==> src/rtl/jacobi_pair_sched_if.sv <==
// Handshake bundle between the Jacobi pair scheduler and its environment:
// run control, covariance read strobe, arctangent return path and tagged results.
interface jacobi_pair_sched_if #(
  parameter int IDXW = 4
);
  logic            start;
  logic [3:0]      num_sweeps;
  logic            busy;
  logic            done;
  logic            rd_en;
  logic [IDXW-1:0] rd_p;
  logic [IDXW-1:0] rd_q;
  logic            arc_in_valid;
  logic            arc_out_valid;
  logic [7:0]      arc_data;
  logic            res_valid;
  logic [IDXW-1:0] res_p;
  logic [IDXW-1:0] res_q;
  logic [7:0]      res_angle;
  logic            res_ack;
  logic [3:0]      sweep_idx;
  logic            err;

  // Scheduler side
  modport master (
    input  start, num_sweeps, arc_out_valid, arc_data, res_ack,
    output busy, done, rd_en, rd_p, rd_q, arc_in_valid,
           res_valid, res_p, res_q, res_angle, sweep_idx, err
  );

  // Environment side (host, covariance memory, inv_tan, rotation stage)
  modport slave (
    output start, num_sweeps, arc_out_valid, arc_data, res_ack,
    input  busy, done, rd_en, rd_p, rd_q, arc_in_valid,
           res_valid, res_p, res_q, res_angle, sweep_idx, err
  );
endinterface

==> src/rtl/jacobi_pair_sched.sv <==
// Jacobi pair scheduler: walks the upper-triangle (p,q) pairs row-cyclically,
// issues covariance reads under a downstream credit limit, tags each read
// through the arctangent latency and emits tagged rotation angles.
module jacobi_pair_sched #(
  parameter int N       = 4,
  parameter int LATENCY = 13,
  parameter int CREDITS = 4,
  parameter int IDXW    = 4
) (
  input  logic                 clk,
  input  logic                 rst_n,
  jacobi_pair_sched_if.master  bus
);

  localparam int CW = $clog2(CREDITS + 1);

  typedef enum logic [1:0] {S_IDLE, S_ISSUE, S_WAIT, S_FINISH} state_t;

  state_t          r_state;
  state_t          w_stateNext;

  logic [CW-1:0]   r_credit;
  logic [CW-1:0]   r_outst;
  logic [IDXW-1:0] r_p;
  logic [IDXW-1:0] r_q;
  logic [3:0]      r_sweep;
  logic [3:0]      r_numSweeps;
  logic            r_arcInValid;
  logic            r_resValid;
  logic [IDXW-1:0] r_resP;
  logic [IDXW-1:0] r_resQ;
  logic [7:0]      r_resAngle;
  logic            r_err;

  logic            r_tagV [LATENCY];
  logic [IDXW-1:0] r_tagP [LATENCY];
  logic [IDXW-1:0] r_tagQ [LATENCY];

  logic            w_accept;
  logic            w_issue;
  logic            w_lastPair;
  logic            w_ackOk;
  logic            w_tailV;
  logic            w_resLoad;
  logic            w_mismatch;
  logic            w_drained;
  logic            w_more;
  logic            w_arcDec;

  assign w_accept   = (r_state == S_IDLE) && bus.start;
  assign w_issue    = (r_state == S_ISSUE) && (r_credit != '0);
  assign w_lastPair = (r_p == IDXW'(N - 2)) && (r_q == IDXW'(N - 1));
  assign w_ackOk    = bus.res_ack && (r_state != S_IDLE) && (r_credit != CW'(CREDITS));
  assign w_tailV    = r_tagV[LATENCY-1];
  assign w_resLoad  = bus.arc_out_valid && w_tailV;
  assign w_mismatch = bus.arc_out_valid != w_tailV;
  assign w_drained  = (r_outst == '0) && (r_credit == CW'(CREDITS));
  assign w_more     = (5'(r_sweep) + 5'd1) < 5'(r_numSweeps);
  assign w_arcDec   = bus.arc_out_valid && (r_outst != '0);

  assign bus.busy         = (r_state != S_IDLE);
  assign bus.done         = (r_state == S_FINISH);
  assign bus.rd_en        = w_issue;
  assign bus.rd_p         = r_p;
  assign bus.rd_q         = r_q;
  assign bus.arc_in_valid = r_arcInValid;
  assign bus.res_valid    = r_resValid;
  assign bus.res_p        = r_resP;
  assign bus.res_q        = r_resQ;
  assign bus.res_angle    = r_resAngle;
  assign bus.sweep_idx    = r_sweep;
  assign bus.err          = r_err;

  // State register
  always_ff @(posedge clk or negedge rst_n) begin
    if (!rst_n) r_state <= S_IDLE;
    else        r_state <= w_stateNext;
  end

  // Next-state selection: issue a sweep, drain it, repeat or finish
  always_comb begin
    w_stateNext = r_state;
    case (r_state)
      S_IDLE:   if (bus.start) w_stateNext = S_ISSUE;
      S_ISSUE:  if (w_issue && w_lastPair) w_stateNext = S_WAIT;
      S_WAIT:   if (w_drained) w_stateNext = w_more ? S_ISSUE : S_FINISH;
      S_FINISH: w_stateNext = S_IDLE;
      default:  w_stateNext = S_IDLE;
    endcase
  end

  // Run bookkeeping: sweep count, sweep index and the row-cyclic pair walker
  always_ff @(posedge clk or negedge rst_n) begin
    if (!rst_n) begin
      r_numSweeps <= 4'd1;
      r_sweep     <= 4'd0;
      r_p         <= '0;
      r_q         <= IDXW'(1);
    end else if (w_accept) begin
      r_numSweeps <= (bus.num_sweeps == 4'd0) ? 4'd1 : bus.num_sweeps;
      r_sweep     <= 4'd0;
      r_p         <= '0;
      r_q         <= IDXW'(1);
    end else if (w_issue && !w_lastPair) begin
      if (r_q == IDXW'(N - 1)) begin
        r_p <= r_p + IDXW'(1);
        r_q <= r_p + IDXW'(2);
      end else begin
        r_q <= r_q + IDXW'(1);
      end
    end else if ((r_state == S_WAIT) && w_drained && w_more) begin
      r_sweep <= r_sweep + 4'd1;
      r_p     <= '0;
      r_q     <= IDXW'(1);
    end
  end

  // Credit and outstanding counters; simultaneous up/down cancel out
  always_ff @(posedge clk or negedge rst_n) begin
    if (!rst_n) begin
      r_credit <= CW'(CREDITS);
      r_outst  <= '0;
    end else begin
      case ({w_issue, w_ackOk})
        2'b10:   r_credit <= r_credit - CW'(1);
        2'b01:   r_credit <= r_credit + CW'(1);
        default: r_credit <= r_credit;
      endcase
      case ({w_issue, w_arcDec})
        2'b10:   r_outst <= r_outst + CW'(1);
        2'b01:   r_outst <= r_outst - CW'(1);
        default: r_outst <= r_outst;
      endcase
    end
  end

  // Tag pipe tracking each read through the arctangent latency
  always_ff @(posedge clk or negedge rst_n) begin
    if (!rst_n) begin
      for (int i = 0; i < LATENCY; i++) begin
        r_tagV[i] <= 1'b0;
        r_tagP[i] <= '0;
        r_tagQ[i] <= '0;
      end
    end else begin
      r_tagV[0] <= w_issue;
      r_tagP[0] <= r_p;
      r_tagQ[0] <= r_q;
      for (int i = 1; i < LATENCY; i++) begin
        r_tagV[i] <= r_tagV[i-1];
        r_tagP[i] <= r_tagP[i-1];
        r_tagQ[i] <= r_tagQ[i-1];
      end
    end
  end

  // Result register, arctangent-valid delay and sticky tag-mismatch flag
  always_ff @(posedge clk or negedge rst_n) begin
    if (!rst_n) begin
      r_arcInValid <= 1'b0;
      r_resValid   <= 1'b0;
      r_resP       <= '0;
      r_resQ       <= '0;
      r_resAngle   <= '0;
      r_err        <= 1'b0;
    end else begin
      r_arcInValid <= w_issue;
      r_resValid   <= w_resLoad;
      if (w_resLoad) begin
        r_resP     <= r_tagP[LATENCY-1];
        r_resQ     <= r_tagQ[LATENCY-1];
        r_resAngle <= bus.arc_data;
      end
      if (w_mismatch)    r_err <= 1'b1;
      else if (w_accept) r_err <= 1'b0;
    end
  end

endmodule

==> src/flat_wrapper.sv <==
// flat-port wrapper written by rule: the top's interface ports become plain ports
module jacobi_pair_sched_flat 
#(
  parameter int N       = 4,
  parameter int LATENCY = 13,
  parameter int CREDITS = 4,
  parameter int IDXW    = 4
)
  (clk, rst_n, bus_start, bus_num_sweeps, bus_arc_out_valid, bus_arc_data, bus_res_ack, bus_busy, bus_done, bus_rd_en, bus_rd_p, bus_rd_q, bus_arc_in_valid, bus_res_valid, bus_res_p, bus_res_q, bus_res_angle, bus_sweep_idx, bus_err);
  jacobi_pair_sched_if #(.IDXW(IDXW)) bus_i ();
  input  logic clk;
  input  logic rst_n;
  input wire logic [$bits(bus_i.start)-1:0] bus_start;
  input wire logic [$bits(bus_i.num_sweeps)-1:0] bus_num_sweeps;
  input wire logic [$bits(bus_i.arc_out_valid)-1:0] bus_arc_out_valid;
  input wire logic [$bits(bus_i.arc_data)-1:0] bus_arc_data;
  input wire logic [$bits(bus_i.res_ack)-1:0] bus_res_ack;
  output wire logic [$bits(bus_i.busy)-1:0] bus_busy;
  output wire logic [$bits(bus_i.done)-1:0] bus_done;
  output wire logic [$bits(bus_i.rd_en)-1:0] bus_rd_en;
  output wire logic [$bits(bus_i.rd_p)-1:0] bus_rd_p;
  output wire logic [$bits(bus_i.rd_q)-1:0] bus_rd_q;
  output wire logic [$bits(bus_i.arc_in_valid)-1:0] bus_arc_in_valid;
  output wire logic [$bits(bus_i.res_valid)-1:0] bus_res_valid;
  output wire logic [$bits(bus_i.res_p)-1:0] bus_res_p;
  output wire logic [$bits(bus_i.res_q)-1:0] bus_res_q;
  output wire logic [$bits(bus_i.res_angle)-1:0] bus_res_angle;
  output wire logic [$bits(bus_i.sweep_idx)-1:0] bus_sweep_idx;
  output wire logic [$bits(bus_i.err)-1:0] bus_err;
  assign bus_i.start = bus_start;
  assign bus_i.num_sweeps = bus_num_sweeps;
  assign bus_i.arc_out_valid = bus_arc_out_valid;
  assign bus_i.arc_data = bus_arc_data;
  assign bus_i.res_ack = bus_res_ack;
  assign bus_busy = bus_i.busy;
  assign bus_done = bus_i.done;
  assign bus_rd_en = bus_i.rd_en;
  assign bus_rd_p = bus_i.rd_p;
  assign bus_rd_q = bus_i.rd_q;
  assign bus_arc_in_valid = bus_i.arc_in_valid;
  assign bus_res_valid = bus_i.res_valid;
  assign bus_res_p = bus_i.res_p;
  assign bus_res_q = bus_i.res_q;
  assign bus_res_angle = bus_i.res_angle;
  assign bus_sweep_idx = bus_i.sweep_idx;
  assign bus_err = bus_i.err;
  jacobi_pair_sched #(.N(N), .LATENCY(LATENCY), .CREDITS(CREDITS), .IDXW(IDXW)) u_core (.clk(clk), .rst_n(rst_n), .bus(bus_i));
endmodule
==> config.mk <==
export PLATFORM = sky130hd
export DESIGN_NAME = jacobi_pair_sched_flat
export DESIGN_NICKNAME = d
export VERILOG_FILES = /design/src/rtl/jacobi_pair_sched_if.sv /design/src/rtl/jacobi_pair_sched.sv /design/src/flat_wrapper.sv
export SDC_FILE = /design/constraint.sdc
export NUM_CORES = 1
export LEC_CHECK = 0
export CORE_ASPECT_RATIO = 0.7
export CORE_MARGIN = 1.5
export CORE_UTILIZATION = 45
export DETAILED_ROUTE_END_ITERATION = 6
export DONT_BUFFER_PORTS = 1
export HOLD_SLACK_MARGIN = 0.05
export RECOVER_POWER = 50
export SLEW_MARGIN = 20
export SYNTH_ARGS = -nofsm -noshare
export SYNTH_HDL_FRONTEND = slang
export SYNTH_SLANG_ARGS = --single-unit
==> constraint.sdc <==
create_clock -name clk -period 4.37 [get_ports clk]
set_clock_uncertainty 0.05 [all_clocks]
set_input_delay 0.2185 -clock clk [delete_from_list [all_inputs] [get_ports clk]]
set_output_delay 0.2185 -clock clk [all_outputs]
set_load 0.05 [all_outputs]
==> results.toml <==
[sta]
setup_viol_count_final = 0
rsz0062_at_grt = "no"
final_hold_viol_count = 0
period_minus_slack_ps = 2730
min_period_over_period = 0.625
slew_headroom = -0.367
tightest_slew_ps = 2050
setup_ws_ps = 1640
fmax_mhz = 366
drv_slew = 160
setup_tns_ps = 0

[final_layout]
antenna_cells = 0
final_cell_area_mm2 = 0.00600
multi_input_area_mm2 = 0.00105
finalNetCount = 369
fin_util = 0.543
drive_gt1_frac = 0.179
seqCellArea_mm2 = 0.00398
nFillCells = 925
area_growth_pct = 17.5

[run_status]
violations = "capacitance limit, slew limit"
status = "finished with violations"

[logic_synthesis]
ys_seq_elements = 159
netlist_instances = 307
synth.largest_area_cell = "dfrtp_1"
synth_edf_count = 0
synthDistinctLibCells = 49
yosys_most_used_dff = "dfrtp_1"
synth_area_mm2 = 0.00511
syn-num-nets = 337
syn_avg_cell_area_um2 = 16.6
synth_warnings = 0
synth_top_area_share = 0.765
seq_area_frac_synth = 0.780
synthArstFlopShare = 1.00
yosys-top-cells-area = "dfrtp_1 (76%), mux2_2 (4.4%), ha_1 (2.7%)"

[setup_path]
rr_worst_depth = 6
timing.critical_path.buf_inv = 0
critical_path_class = "reg2reg"
cp-start-kind = "flip-flop"
crit_chain = "ha_1 > ha_1 > a21boi_0 > o31ai_1 > nand3b_2 > mux2_4"
worstPathMaxFanout = 6
path_delay_family = "flip-flops"
required_ps = 4620
reg2reg_from = "u_core.bus.sweep_idx[0]$_DFFE_PN0P_"
worstPathArrival_ps = 2980
cp_slowest_stage_delay_ps = 720
endpoint_kind = "flip-flop"
crit_slowest_cell = "dfrtp_1"
cpMostUsedCell = "ha_1"
r2r_slack_ps = 1640
r2r-end = "u_core.bus.sweep_idx[3]$_DFFE_PN0P_"

[grt]
grt_max_degree = 160
grt_pass1_vias = 2570
antenna_found_initial = 0
overflow = 0
grt_use_total = 0.133
grt_first_pass_wirelength_um = 11900

[clocking]
cts_buffers = 17
cts_resized = 0
clk_path_buf_depth = 2
cts_tree = "done"
postCtsSetupRepairBufs = 0
htreeDepth = 4
clk_pin_slew_ps = 60
clock_latency_ps = 410
root_buffer = "clkbuf_16"
cts.sinks = 159

[detailed_routing]
drc = 0
drt_wl_total_um = 6960
first_iter_violations = 133
viasPerCell = 4.80
drtPass1Iterations = 4
via_count = 2423
wl_per_cell_um = 13.8
ant_nets = 0

[worst_hold_path]
worstHoldStart = "bus_start"
worstHoldEndpoint = "u_core.r_state[0]$_DFFE_PN0P_"
hold_class = "in2reg"
hold_path_depth = 3

[place]
gp_congestion = 0.741
dp_hpwl_um = 3870
io_buffer_count = 0
postPlaceCellArea_mm2 = 0.00528
post-place-ws_ps = 1670

[pwr]
p_per_area_mw_per_mm2 = 809
peakVddDrop_v = 0.000408
power.leakage_uw = 0.00279

[flow_run]
maxCapViolCount = 1

[die]
dieHeight_um = 92.1
die_w_um = 130
io_pins = 51
core_area_mm2 = 0.0111
die_area_mm2 = 0.0120
rows = 32
start_util = 0.462
## synthesized netlist by cell type (all sizes together), types with 2 or more instances
| cell type | instances |
|---|---|
| mux2 | 21 |
| clkbuf | 2 |
| xnor2 | 3 |
| xor2 | 7 |
| nor3b | 5 |
| fa | 2 |
| dfrtp | 156 |
| nor2b | 2 |
| nor2 | 12 |
| nand2 | 8 |
| o21ai | 10 |
| a41o | 2 |
| o31a | 2 |
| and2 | 3 |
| a211oi | 3 |
| inv | 14 |
| ha | 11 |
| a21oi | 3 |
| nand3 | 3 |
| o22ai | 2 |
| nand2b | 3 |
| nor3 | 3 |
| buf | 2 |
| mux2i | 2 |
| dfstp | 3 |
| a21o | 2 |
| o31ai | 6 |
## tightest hold or removal path, delay by kind of cell
kind / cells / cell delay [ps]
AOI/OAI and AO/OA: 2 / 190
and+or+nand+nor: 1 / 110
## routing by layer
layer / vias up / track usage / routed length (um)
li1: 1113 / - / -
met1: 1246 / 0.170 / 3190
met2: 58 / 0.195 / 3230
met3: 6 / 0.0572 / 487
met4: 0 / 0.0639 / 53
met5: - / 0 / 0
## worst max path at each step
stage,start,endpoint,slack [ps],cells after the start
after floorplan,u_core.bus.sweep_idx[0]$_DFFE_PN0P_,u_core.bus.sweep_idx[3]$_DFFE_PN0P_,1870,6
after global placement,u_core.bus.sweep_idx[0]$_DFFE_PN0P_,u_core.bus.sweep_idx[3]$_DFFE_PN0P_,1730,6
after detailed placement,u_core.bus.sweep_idx[0]$_DFFE_PN0P_,u_core.bus.sweep_idx[3]$_DFFE_PN0P_,1670,6
after CTS,u_core.bus.sweep_idx[0]$_DFFE_PN0P_,u_core.bus.sweep_idx[3]$_DFFE_PN0P_,1660,6
after global routing,u_core.bus.sweep_idx[0]$_DFFE_PN0P_,u_core.bus.sweep_idx[3]$_DFFE_PN0P_,1520,6
final,u_core.bus.sweep_idx[0]$_DFFE_PN0P_,u_core.bus.sweep_idx[3]$_DFFE_PN0P_,1640,6
## metrics by stage
stage | total power [uW] | hold WS, ps | std cells
2_1_floorplan | 3320 | -127 | 307
3_3_place_gp | 3450 | -124 | 456
3_5_place_dp | 3520 | -124 | 456
4_1_cts | 4930 | 80.3 | 505
5_1_grt | 5150 | 124 | 505
6_report | 4850 | 99.4 | 505
## state kept, by name, indices dropped and copies added (netlist names)
register,count
u_core.bus.err,1
u_core.r_tagV,12
u_core.bus.res_valid,1
u_core.r_numSweeps,4
u_core.r_tagP,52
u_core.bus.sweep_idx,4
u_core.w_tailV,1
u_core.r_tagQ,52
u_core.bus.rd_q,4
u_core.bus.res_p,4
u_core.r_outst,3
u_core.bus.rd_p,4
u_core.r_state,2
u_core.r_credit,3
u_core.bus.res_q,4
u_core.bus.res_angle,8
## cell usage in the layout (no fill, tap or decap), types with 2 or more instances in the layout
master,count
o22ai_1,2
o21ai_0,9
clkinv_4,3
nor2b_1,2
nand2b_1,3
nand2_1,8
ha_1,11
a21o_1,2
o31ai_1,6
clkbuf_1,2
o31a_1,2
nor3b_1,3
clkbuf_16,17
xnor2_1,3
clkinvlp_4,4
nor2_1,12
mux2_2,20
mux2i_1,2
fa_1,2
a21oi_1,3
inv_1,14
nor3b_2,2
dfstp_2,2
dfrtp_1,156
a211oi_1,2
dlygate4sd3_1,16
xor2_1,7
nor3_1,3
nand3_1,3
inv_6,4
and2_1,2
## cells by family (layout without fill, tap and decap cells)
logic type | count (synthesis) | after routing | synth area share
fa+ha+maj | 13 | 13 | 0.0348
simple gates | 46 | 46 | 0.0507
mux | 23 | 23 | 0.0510
xor+xnor | 10 | 10 | 0.0172
compound gates | 38 | 38 | 0.0529
flops | 159 | 159 | 0.780
buf+inv | 18 | 63 | 0.0135
## repair_timing
item | in CTS | in global routing
hold buffers | 17 | 0
setup endpoints to repair | 0 | 0
hold endpoints to repair | 173 | 0
## area by class of cell
cell class                 instances  area share
timing repair buffer              17      0.0280
multi-input combinational        130       0.176
inverter                          14     0.00876
clock buffer                      20      0.0745
clock inverter                    12      0.0171
sequential                       159       0.664
tap                              153      0.0319
## report_power, final
group	switching (uW)	internal [uW]	total [uW]
clock	583	754	1340
sequential	674	2070	2750
combinational	418	349	767
total	1680	3180	4850
Note: power is estimated with default switching activity, not from simulation.
